===== src/rtl/keypad_matrix_scanner.sv =====
// 4x4 active-low keypad scanner: one column driven low per scan tick, full-matrix
// snapshot debounced over several frames, one-cycle strobe on a single new key press.
module keypad_matrix_scanner #(
    parameter int CLK_DIV         = 24000,
    parameter int DEBOUNCE_FRAMES = 5
) (
    input  logic       clk,
    input  logic       rst,
    input  logic [3:0] row_n,
    output logic [3:0] col_n,
    output logic [3:0] key_code,
    output logic       key_valid,
    output logic       key_held
);

    localparam int             DIV_W    = (CLK_DIV > 1) ? $clog2(CLK_DIV) : 1;
    localparam logic [DIV_W-1:0] DIV_LAST = DIV_W'(CLK_DIV - 1);
    localparam logic [3:0]     DEB_MAX  = 4'(DEBOUNCE_FRAMES);

    typedef enum logic [0:0] {
        SCAN = 1'b0,
        EVAL = 1'b1
    } state_t;

    logic [3:0]       row_meta_r;
    logic [3:0]       row_sync_r;
    logic [DIV_W-1:0] div_r;
    logic [1:0]       idx_r;
    logic [3:0]       col_n_r;
    logic [15:0]      snap_r;
    logic [15:0]      prev_r;
    logic [15:0]      deb_r;
    logic [15:0]      old_r;
    logic [3:0]       cnt_r;
    logic [3:0]       key_code_r;
    logic             key_valid_r;
    logic             key_held_r;
    state_t           state_r;
    state_t           state_nxt_s;
    logic             eval_s;
    logic             tick_s;
    logic [1:0]       idx_nxt_s;
    logic [3:0]       cnt_nxt_s;
    logic [15:0]      deb_nxt_s;
    logic [15:0]      old_nxt_s;
    logic             key_event_s;

    function automatic logic is_onehot(input logic [15:0] v);
        logic [4:0] n;
        n = 5'd0;
        for (int i = 0; i < 16; i++) begin
            n = n + {4'd0, v[i]};
        end
        return (n == 5'd1);
    endfunction

    function automatic logic [3:0] onehot_index(input logic [15:0] v);
        logic [3:0] k;
        k = 4'd0;
        for (int i = 0; i < 16; i++) begin
            k = v[i] ? 4'(i) : k;
        end
        return k;
    endfunction

    // Two-flop synchronizer for the asynchronous row inputs; idle rows read released
    always_ff @(posedge clk or negedge rst) begin
        if (!rst) begin
            row_meta_r <= 4'hF;
            row_sync_r <= 4'hF;
        end else begin
            row_meta_r <= row_n;
            row_sync_r <= row_meta_r;
        end
    end

    // Scan tick and next column index
    always_comb begin
        tick_s    = (div_r == DIV_LAST);
        idx_nxt_s = idx_r + 2'd1;
    end

    // Free-running divider, column drive and per-column row capture
    always_ff @(posedge clk or negedge rst) begin
        if (!rst) begin
            div_r   <= '0;
            idx_r   <= 2'd0;
            col_n_r <= 4'b1110;
            snap_r  <= 16'd0;
        end else if (tick_s) begin
            div_r                     <= '0;
            snap_r[{idx_r, 2'b00} +: 4] <= ~row_sync_r;
            idx_r                     <= idx_nxt_s;
            col_n_r                   <= ~(4'b0001 << idx_nxt_s);
        end else begin
            div_r <= div_r + DIV_W'(1);
        end
    end

    // FSM state register
    always_ff @(posedge clk or negedge rst) begin
        if (!rst) begin
            state_r <= SCAN;
        end else begin
            state_r <= state_nxt_s;
        end
    end

    // FSM next state: the tick that samples column 3 closes a frame
    always_comb begin
        state_nxt_s = SCAN;
        case (state_r)
            SCAN:    state_nxt_s = (tick_s && (idx_r == 2'd3)) ? EVAL : SCAN;
            EVAL:    state_nxt_s = SCAN;
            default: state_nxt_s = SCAN;
        endcase
    end

    // FSM outputs
    always_comb begin
        eval_s = (state_r == EVAL);
    end

    // Debounce arithmetic; a press event needs an empty previous stable state
    always_comb begin
        cnt_nxt_s = cnt_r;
        deb_nxt_s = deb_r;
        old_nxt_s = old_r;
        if (eval_s) begin
            if (snap_r == prev_r) begin
                cnt_nxt_s = (cnt_r >= DEB_MAX) ? DEB_MAX : (cnt_r + 4'd1);
            end else begin
                cnt_nxt_s = 4'd1;
            end
            if (cnt_nxt_s == DEB_MAX) begin
                deb_nxt_s = snap_r;
                old_nxt_s = deb_r;
            end else begin
                deb_nxt_s = deb_r;
                old_nxt_s = old_r;
            end
        end else begin
            cnt_nxt_s = cnt_r;
        end
        key_event_s = eval_s && (deb_nxt_s != deb_r) && (old_nxt_s == 16'd0)
                      && is_onehot(deb_nxt_s);
    end

    // Debounce state registers
    always_ff @(posedge clk or negedge rst) begin
        if (!rst) begin
            cnt_r  <= 4'd0;
            prev_r <= 16'd0;
            deb_r  <= 16'd0;
            old_r  <= 16'd0;
        end else begin
            cnt_r <= cnt_nxt_s;
            deb_r <= deb_nxt_s;
            old_r <= old_nxt_s;
            if (eval_s) begin
                prev_r <= snap_r;
            end
        end
    end

    // Registered key outputs
    always_ff @(posedge clk or negedge rst) begin
        if (!rst) begin
            key_code_r  <= 4'd0;
            key_valid_r <= 1'b0;
            key_held_r  <= 1'b0;
        end else begin
            key_valid_r <= key_event_s;
            key_held_r  <= |deb_nxt_s;
            if (key_event_s) begin
                key_code_r <= onehot_index(deb_nxt_s);
            end
        end
    end

    assign col_n     = col_n_r;
    assign key_code  = key_code_r;
    assign key_valid = key_valid_r;
    assign key_held  = key_held_r;

endmodule


===== config.mk =====
export PLATFORM = sky130hd
export DESIGN_NAME = keypad_matrix_scanner
export DESIGN_NICKNAME = d
export VERILOG_FILES = /design/src/rtl/keypad_matrix_scanner.sv
export SDC_FILE = /design/constraint.sdc
export NUM_CORES = 1
export LEC_CHECK = 0
export ABC_AREA = 1
export CAP_MARGIN = 20
export CORE_ASPECT_RATIO = 0.9
export CORE_MARGIN = 2
export CORE_UTILIZATION = 40
export CTS_CLUSTER_DIAMETER = 100
export DETAILED_ROUTE_END_ITERATION = 12
export PLACE_DENSITY = 0.52
export SETUP_SLACK_MARGIN = 0.2
export SKIP_LAST_GASP = 1
export SYNTH_ARGS = -nofsm -noshare
export SYNTH_HDL_FRONTEND = slang
export SYNTH_SLANG_ARGS = --single-unit

===== constraint.sdc =====
create_clock -name clk -period 17.2 [get_ports clk]
set_input_delay 3.44 -clock clk [delete_from_list [all_inputs] [get_ports clk]]
set_output_delay 3.44 -clock clk [all_outputs]
set_load 0.02 [all_outputs]

Word level (Yosys, flattened, before mapping)

Index checks and enable logic that the tools add are counted.

Add/sub/neg operators: 19
Multiply operators: 0
Divide/modulo/power cells: 0
Order comparisons: 1
Equality and inequality tests: 6
Shift-type cells: 3
Mux-type cells: 26
Bitwise operators: 3
Reduce and logical (&&, ||, !) cells: 6

Operators with widths:

| cell                                                               | count |
|---|---|
| two-way mux 16 bit                                                 | 4 |
| adder 5 x 1 -> 5 bit                                               | 11 |
| two-way mux 4 bit                                                  | 11 |
| bitwise mux 16 bit                                                 | 1 |
| == test 16 bit                                                     | 1 |
| zero test 16 bit                                                   | 1 |
| inequality test 16 bit                                             | 1 |
| OR reduction 16 bit                                                | 1 |
| variable shift 4 x 6 -> 16 bit (first input constant)              | 1 |
| indexed part select 4 x 6 -> 16 bit                                | 1 |
| adder 15 x 1 -> 15 bit (second input constant)                     | 1 |
| == test 15 bit (second input constant)                             | 1 |
| two-way mux 15 bit                                                 | 1 |
| two-way mux 3 bit                                                  | 4 |
| NOT 4 bit                                                          | 2 |
| negator 4 -> 6 bit                                                 | 1 |
| adder 4 x 1 -> 5 bit                                               | 1 |
| == test 5 x 1 -> 1 bit (second input constant)                     | 1 |
| adder 3 x 1 -> 4 bit                                               | 1 |
| adder 4 x 1 -> 4 bit (second input constant)                       | 1 |
| == test 4 x 3 -> 1 bit (second input constant)                     | 1 |
| greater-or-equal comparator 4 x 3 -> 1 bit (second input constant) | 1 |
| logical AND 1 bit                                                  | 4 |
| two-way mux 2 bit                                                  | 2 |
| other kinds (8)                                                    | 9 |

Register bits: 104
Latch bits: 0
RAM bits: 0
Bits in read-only memories: 0
Bits of input ports: 6
Output and inout bits: 10
Logic and storage cells: 78
Memories kept: 0

Depth between registers and ports, before layout

Gate-level depths: netlist of the first run.

Depth after elaboration: 24
Gate-level depth with buffers: 33
Mapped depth without buffers: 32

Least setup slack after synthesis of the first run

OpenSTA, ideal clock, no wires.

Kind: register -> register
From: register cnt_r[1]
To: register key_code_r[2], in the netlist key_code[2]
Library setup time: 0.117 ns
Arrival time: 5.482 ns
Data required time: 17.083 ns
Setup slack: 11.601 ns
Stages on the path, launching flop included: 30
Buffers on the path: 2
Clock period less this slack: 5.599 ns
Path through: dfrtp_1 > inv_1 > ha_1 > inv_1 > nand2_1 > a21oi_1 > inv_1 > nor2_1 > nand3_1 > nand2_2 > nor2_4 > buf_6 > buf_6 > o21ai_0 > fa_1 > fa_1 > fa_1 > fa_1 > inv_1 > ha_1 > fa_1 > or3_1 > nor4_1 > nand2_1 > nor2_2 > nand2_2 > clkinv_2 > nand2_1 > o21ai_1 > inv_1

Cells in the longest elaborated chain, start to end: 24
Elaborated cells on any way between the ends: 43
Classes of those cells: add/sub (16); order compare (1); eq/ne (3); mux (19); reduce/logical (4)

Ends and longest elaborated chain:

| what                                                                                      | RTL line | source |
|---|---|---|
| from (decl)                                                                               | 34       | `logic [3:0] cnt_r;` |
| from (signal assigned)                                                                    | 157      | `cnt_r <= cnt_nxt_s;` |
| adder 4 x 1 -> 4 bit / greater-or-equal comparator 4 x 3 -> 1 bit (equally long branches) | 131      | `cnt_nxt_s = (cnt_r >= DEB_MAX) ? DEB_MAX : (cnt_r + 4'd1);` |
| two-way mux 4 bit (*)                                                                     | 131      |  |
| two-way mux 4 bit (*)                                                                     | 130      | `if (snap_r == prev_r) begin` |
| two-way mux 4 bit (*)                                                                     | 129      | `if (eval_s) begin` |
| == test 4 x 3 -> 1 bit (*)                                                                | 135      | `if (cnt_nxt_s == DEB_MAX) begin` |
| two-way mux 16 bit                                                                        | 135      |  |
| two-way mux 16 bit                                                                        | 129      |  |
| adder 1 x 1 -> 2 bit                                                                      | 52       | `n = n + {4'd0, v[i]};` |
| adder 2 x 1 -> 3 bit                                                                      | 52       |  |
| adder 3 x 1 -> 4 bit                                                                      | 52       |  |
| adder 4 x 1 -> 5 bit                                                                      | 52       |  |
| adder 5 x 1 -> 5 bit (11 in series)                                                       | 52       |  |
| == test 5 x 1 -> 1 bit                                                                    | 54       | `return (n == 5'd1);` |
| logical AND 1 bit (*)                                                                     | 146      | `&& is_onehot(deb_nxt_s);` |
| net key_event_s                                                                           | 46       | `logic key_event_s;` |
| to (signal assigned)                                                                      | 176      | `key_code_r <= onehot_index(deb_nxt_s);` |
| to (decl)                                                                                 | 35       | `logic [3:0] key_code_r;` |

The timed path passes the listed nets; every way through them passes the cells marked *. The select of a mux whose other input is x is not followed.
A chain may end at the register's enable or synchronous reset.

Worst setup path in the final report of the first run

Ends and elaborated chain as after synthesis.

==> results of run 1 <==
final cells by class:
cell class              count  area share (%)
repair buffers             19           2.937
well taps                 168           3.525
clock inverters             4          0.6085
flip-flops and latches    104           43.87
multi-input cells         423           38.04
clock buffers              12           4.322
inverters                 106           6.693
cell families after synthesis:
| logic type | share of synthesized area (%) |
|---|---|
| xor+xnor | 1.143 |
| buf+inv | 8.934 |
| compound gates | 10.59 |
| simple gates | 23.33 |
| fa+ha+maj | 7.231 |
| flops | 48.78 |
placed cells by master (no fill, tap or decap), types with 10 or more instances in the layout:
| cell | netlist | final |
|---|---|---|
| nor3_1 | 18 | 18 |
| a21oi_1 | 15 | 15 |
| inv_2 | 10 | 10 |
| inv_1 | 95 | 95 |
| dfrtp_1 | 93 | 93 |
| clkdlybuf4s50_1 | 0 | 14 |
| nand2_1 | 162 | 162 |
| o21ai_0 | 53 | 53 |
| nand3_1 | 17 | 17 |
| ha_1 | 15 | 15 |
| nor2_1 | 66 | 66 |
| fa_1 | 10 | 10 |
| dfstp_2 | 11 | 11 |
| clkbuf_16 | 0 | 10 |
through the flow:
step,instances,setup slack (ns),hold WS [ns],instance area (µm²),util (%)
after floorplan,643,11.60,0.3452,5364,-
after global placement,819,11.14,0.3457,5664,42.87
after detailed placement,819,10.94,0.3468,5664,42.87
after CTS,835,10.93,0.3576,5958,45.09
after global routing,836,10.43,0.3616,5963,45.13
final,836,10.95,0.3578,5963,45.13
worst paths after layout:
check / from / endpoint / slack (ns) / cells after the start
max reg2reg: cnt_r[1] / key_code[2] / 10.95 / 28
min: row_meta_r[1] / row_sync_r[1] / 0.36 / 0
min reg2reg: row_meta_r[1] / row_sync_r[1] / 0.36 / 0
max: cnt_r[1] / key_code[2] / 10.95 / 28
max in group asynchronous: rst / div_r[5] / 12.90 / 2
min in group asynchronous: rst / div_r[9] / 3.07 / 1
flip-flops by register name, summed over array words and instances (netlist names):
name / count
old_r: 16
key_code: 4
key_held: 1
snap_r: 16
idx_r: 2
cnt_r: 4
prev_r: 16
eval_s: 1
key_valid: 1
row_sync_r: 4
div_r: 15
row_meta_r: 4
deb_r: 16
col_n: 4
per-layer routing:
metal / GRT usage, % / share of wire, % / up-vias
met4: 5.128 / 1.2 / 0
met1: 28.01 / 52 / 1914
met5: 0 / 0 / -
met3: 4.221 / 3.2 / 11
li1: - / - / 2072
met2: 27.60 / 43 / 37
worst max-delay path: cells and delay by family (launching register included):
kind,cells,cell delay [ns]
buf+inv,7,0.65
simple gates,11,1.46
compound gates,3,0.82
fa+ha+maj,7,2.82
flops,1,0.37
power by group through the flow:
stage / clock network [W] / registers, W / logic, W
floorplan: 0 / 0.000251 / 0.000000429
global placement: 0 / 0.000251 / 0.00000688
detailed placement: 0 / 0.000251 / 0.00000705
CTS: 0.000213 / 0.000246 / 0.00000716
global route: 0.000223 / 0.000246 / 0.00000783
finish: 0.000207 / 0.000246 / 0.00000652
==> results.sh, run 1 <==
export IMPL_drv_cap=0
export IMPL_critPathMaxStageDelay_ns=0.56
export IMPL_clk_latency_ns=0.36
export IMPL_status="finished, final reports clean"
export IMPL_nNetsFinal=694
export IMPL_drtAntennaViolNets=0
export IMPL_skew_ns=0.01062
export IMPL_cp_max_fo=51
export IMPL_cts_root_buffer="clkbuf_16"
export IMPL_yosys_warnings=0
export IMPL_netSwitchingPower_w=0.0001032
export IMPL_io_buffer_count=15
export IMPL_synthesis_area_um2=5364
export IMPL_yosys_area_top_type="dfrtp_1"
export IMPL_dieHeight_um=113.9
export IMPL_vias=4034
export IMPL_grt_pass1_wl_mm=21.03
export IMPL_switching_share_pct=22.46
export IMPL_clk_pin_slew_ns=0.07
export IMPL_drc_errors=0
export IMPL_crit_path_end_kind="register"
export IMPL_cts_setup_buffers=0
export IMPL_final_hold_violation_count=0
export IMPL_areaGrowthSynthToFinish_pct=11.17
export IMPL_period_needed_ns=6.252
export IMPL_cts_sinks=104
export IMPL_critPathKind="reg -> reg"
export IMPL_synth_most_common_cell="nand2_1"
export IMPL_cts_tree="yes"
export IMPL_coreArea_um2=13210
export IMPL_ir_worst_vdd_mv=0.05002
export IMPL_die_area_um2=14350
export IMPL_yosys_top_cells_area="dfrtp_1 43%, nand2_1 11%, inv_1 6.6%, dfstp_2 5.4%, o21ai_0 4.9%"
export IMPL_critPathSlowestCell="fa_1"
export IMPL_async_flop_share_pct=100.0
export IMPL_htree_levels=3
export IMPL_ios=16
export IMPL_finalCritPeriodShare_pct=36.35
export IMPL_grt_overflow_total=0
export IMPL_cts_path_max_buffers=2
export IMPL_ff_latch_area_um2=2616
export IMPL_grt_max_degree=66
export IMPL_internal_power_w=0.0003564
export IMPL_final_layout_size_suffix_gt1_share_pct=8.982
export IMPL_rsz0062_at_grt="false"
export IMPL_crit_required_ns=17.45
export IMPL_cts_buffers_inserted=9
export IMPL_vias_per_cell=4.825
export IMPL_fmax_mhz=160.0
export IMPL_cts_resized_gates=0
export IMPL_hp_class="reg -> reg"
export IMPL_setup_viol=0
export IMPL_gp_congestion=0.8908
export IMPL_drt_initial_drc_count=269
export IMPL_multi_input_area_um2=2268
export IMPL_firstDrtPassIters=4
export IMPL_p_seq_share_pct=53.6
export IMPL_worst_slew_pin_transition_ns=0.8201
export IMPL_start_util_pct=40.60
export IMPL_synth_ff_type="dfrtp_1"
export IMPL_power_frac_clock_pct=45.0
export IMPL_ys_types=40
export IMPL_relSlewSlack_pct=45.32
export IMPL_antenna_found_initial=0
export IMPL_synth_edf_count=0
export IMPL_drt_wirelength_per_cell_um=14.79
export IMPL_cts_hold_buf=0
export IMPL_syn_area_per_cell_um2=8.342
export IMPL_grt_pass1_vias=4094
export IMPL_synth_common_cells="162 x nand2_1, 95 x inv_1, 93 x dfrtp_1"
export IMPL_pwr_share_comb_pct=1.4
export IMPL_fin_setup_tns_ns=0
export IMPL_crit_arrival_ns=6.51
export IMPL_dp_hpwl_mm=9.311
export IMPL_startpoint_type="register"
export IMPL_seq_area_frac_synth_pct=48.78
export IMPL_maxSlewViolCount=0
export IMPL_fill_cells=1355
export IMPL_routed_wl_mm=12.37
export IMPL_netlist_area_leader_share_pct=43.39
export IMPL_ys_ff_latch=104
export IMPL_syn_inst=643
export IMPL_power_density_nw_per_um2=77.07
export IMPL_leakage_nw=2.946
export IMPL_die_x_um=126.1
export IMPL_antenna_cells=0
export IMPL_fin_total_pwr_w=0.0004596
export IMPL_placement_rows=40
export IMPL_grt_use_total_pct=18.78
export IMPL_synth_nets=674
Power figures use the tool's default switching activity.
==> inputs of run 2 (changes only) <==
--- a/config.mk
+++ b/config.mk
@@ -12,7 +12,7 @@
 export CORE_UTILIZATION = 40
 export CTS_CLUSTER_DIAMETER = 100
 export DETAILED_ROUTE_END_ITERATION = 12
-export PLACE_DENSITY = 0.52
+export PLACE_DENSITY = 0.54
 export SETUP_SLACK_MARGIN = 0.2
 export SKIP_LAST_GASP = 1
 export SYNTH_ARGS = -nofsm -noshare
==> constraint.sdc (replaced) <==
create_clock -name clk -period 5.7 [get_ports clk]
set_input_delay 1.14 -clock clk [delete_from_list [all_inputs] [get_ports clk]]
set_output_delay 1.14 -clock clk [all_outputs]
set_load 0.02 [all_outputs]
==> results.sh, run 2 (synthesis gave the netlist of run 1 again) <==
export IMPL_routed_wl_mm=12.70
export IMPL_setup_viol=0
export IMPL_final_common_cell="nand2_1"
export IMPL_skew_ns=0.01087
export IMPL_fin_cells=880
export IMPL_preCtsSetupSlack_ns=-0.1561
export IMPL_drt_initial_drc_count=257
export IMPL_clk_latency_ns=0.36
export IMPL_rsz0062_at_grt="true"
export IMPL_stdcell_area_um2=6410
export IMPL_startpoint_type="register"
export IMPL_critPathSlowestCell="fa_1"
export IMPL_power_density_nw_per_um2=215.2
export IMPL_grt_use_total_pct=19.28
export IMPL_final_layout_size_suffix_gt1_share_pct=18.54
export IMPL_worst_slew_pin_transition_ns=0.8505
export IMPL_final_cell_mix="159 x nand2_1, 92 x dfrtp_1, 89 x inv_1, 61 x nor2_1, 51 x o21ai_0"
export IMPL_fin_total_pwr_w=0.001379
export IMPL_finalCritPeriodShare_pct=98.36
export IMPL_drc_errors=0
export IMPL_critPathMaxStageDelay_ns=0.55
export IMPL_gp_congestion=0.8643
export IMPL_dp_hpwl_mm=9.472
export IMPL_cts_hold_buf=0
export IMPL_relSlewSlack_pct=42.78
export IMPL_leakage_nw=3.174
export IMPL_crit_required_ns=5.95
export IMPL_ios=16
export IMPL_drt_wirelength_per_cell_um=14.43
export IMPL_crit_path_end_kind="register"
export IMPL_vias=4246
export IMPL_ir_worst_vdd_mv=0.2339
export IMPL_drtAntennaViolNets=0
export IMPL_vias_per_cell=4.825
export IMPL_firstDrtPassIters=4
export IMPL_critPathKind="reg -> reg"
export IMPL_grt_pass1_vias=4194
export IMPL_crit_arrival_ns=5.86
export IMPL_maxSlewViolCount=0
export IMPL_hp_class="reg -> reg"
export IMPL_cts_path_max_buffers=2
export IMPL_io_buffer_count=15
export IMPL_grt_pass1_wl_mm=21.50
export IMPL_drv_cap=0
export IMPL_grt_max_degree=58
export IMPL_dieHeight_um=113.9
export IMPL_cts_sinks=104
export IMPL_status="finished, final reports clean"
export IMPL_antenna_cells=0
export IMPL_htree_levels=3
export IMPL_fmax_mhz=178.4
export IMPL_antenna_found_initial=0
export IMPL_finalHoldWorstSlack_ns=0.3572
export IMPL_nNetsFinal=738
export IMPL_cp_max_fo=8
export IMPL_start_util_pct=40.60
export IMPL_placedInstanceArea_um2=5931
export IMPL_cts_tree="yes"
export IMPL_areaGrowthSynthToFinish_pct=19.50
export IMPL_cts_root_buffer="clkbuf_16"
export IMPL_grt_overflow_total=0
export IMPL_finalWorstSetupSlack_ns=0.09367
export IMPL_cp_common_cell="fa_1"
export IMPL_cts_buffers_inserted=9
export IMPL_dp_cells=854
export IMPL_placement_rows=40
export IMPL_die_area_um2=14350
export IMPL_period_needed_ns=5.606
export IMPL_die_x_um=126.1
export IMPL_clk_pin_slew_ns=0.07
export IMPL_final_hold_violation_count=0
export IMPL_coreArea_um2=13210
export IMPL_fill_cells=1319
==> run 2: cell types whose count changed in the layout (fill, tap and decap cells not counted), sizes merged <==
cell / previous run / this run
nor2: 71 / 72
inv: 107 / 109
buf: 5 / 47
clkinv: 2 / 1
==> run 2: routing by layer <==
| layer | wire [µm] | GRT usage (%) |
|---|---|---|
| met5 | 0 | 0 |
| met3 | 390 | 3.752 |
| met2 | 5640 | 29.03 |
| met1 | 6493 | 28.53 |
| met4 | 174 | 5.348 |
==> run 2: worst paths after layout <==
path / cells after the start / start / slack, ns / end
setup / recovery: 29 / cnt_r[0] / 0.09 / key_code[2]
hold / removal: 0 / row_meta_r[0] / 0.36 / row_sync_r[0]
max in group asynchronous: 2 / rst / 3.76 / deb_r[9]
hold reg to reg: 0 / row_meta_r[0] / 0.36 / row_sync_r[0]
setup reg to reg: 29 / cnt_r[0] / 0.09 / key_code[2]
min in group asynchronous: 1 / rst / 0.84 / div_r[11]
==> run 2: critical path, delay by kind of cell, from the launching register on <==
family | cells | cell delay (ns)
flip-flops | 1 | 0.42
adder cells (fa/ha/maj) | 7 | 2.72
AO/OA/AOI/OAI | 3 | 0.30
AND/OR/NAND/NOR | 12 | 1.45
buffers and inverters | 7 | 0.60
==> run 2: per-stage QoR <==
step,utilization (%),setup TNS [ns]
6_report,48.51,0
5_1_grt,48.51,-0.9633
4_1_cts,47.98,0
3_5_place_dp,44.89,-0.4067
3_3_place_gp,44.89,-0.2459
2_1_floorplan,-,0
==> run 2: cell type report <==
type	instances	area [µm²]	area share (%)
Clock buffer	11	242.7	3.787
Clock inverter	5	47.55	0.7418
Inverter	106	402.9	6.285
Multi-Input combinational cell	424	2377	37.09
Sequential cell	104	2618	40.84
Tap cell	168	210.2	3.279
Timing Repair Buffer	62	511.7	7.984
==> run 2: power breakdown <==
group / internal (W) / switching (W)
Sequential: 0.000742 / 0.00000114
Clock: 0.000318 / 0.000298
Combinational: 0.00000375 / 0.0000156
==> run 2: repair_timing <==
item                                    4_1_cts  5_1_grt
hold endpoints to repair                      0        0
resized for setup                            22       14
pin swaps                                     7        8
endpoints found under the setup margin        5        5
gates cloned                                  1        0
setup buffers                                 7        1
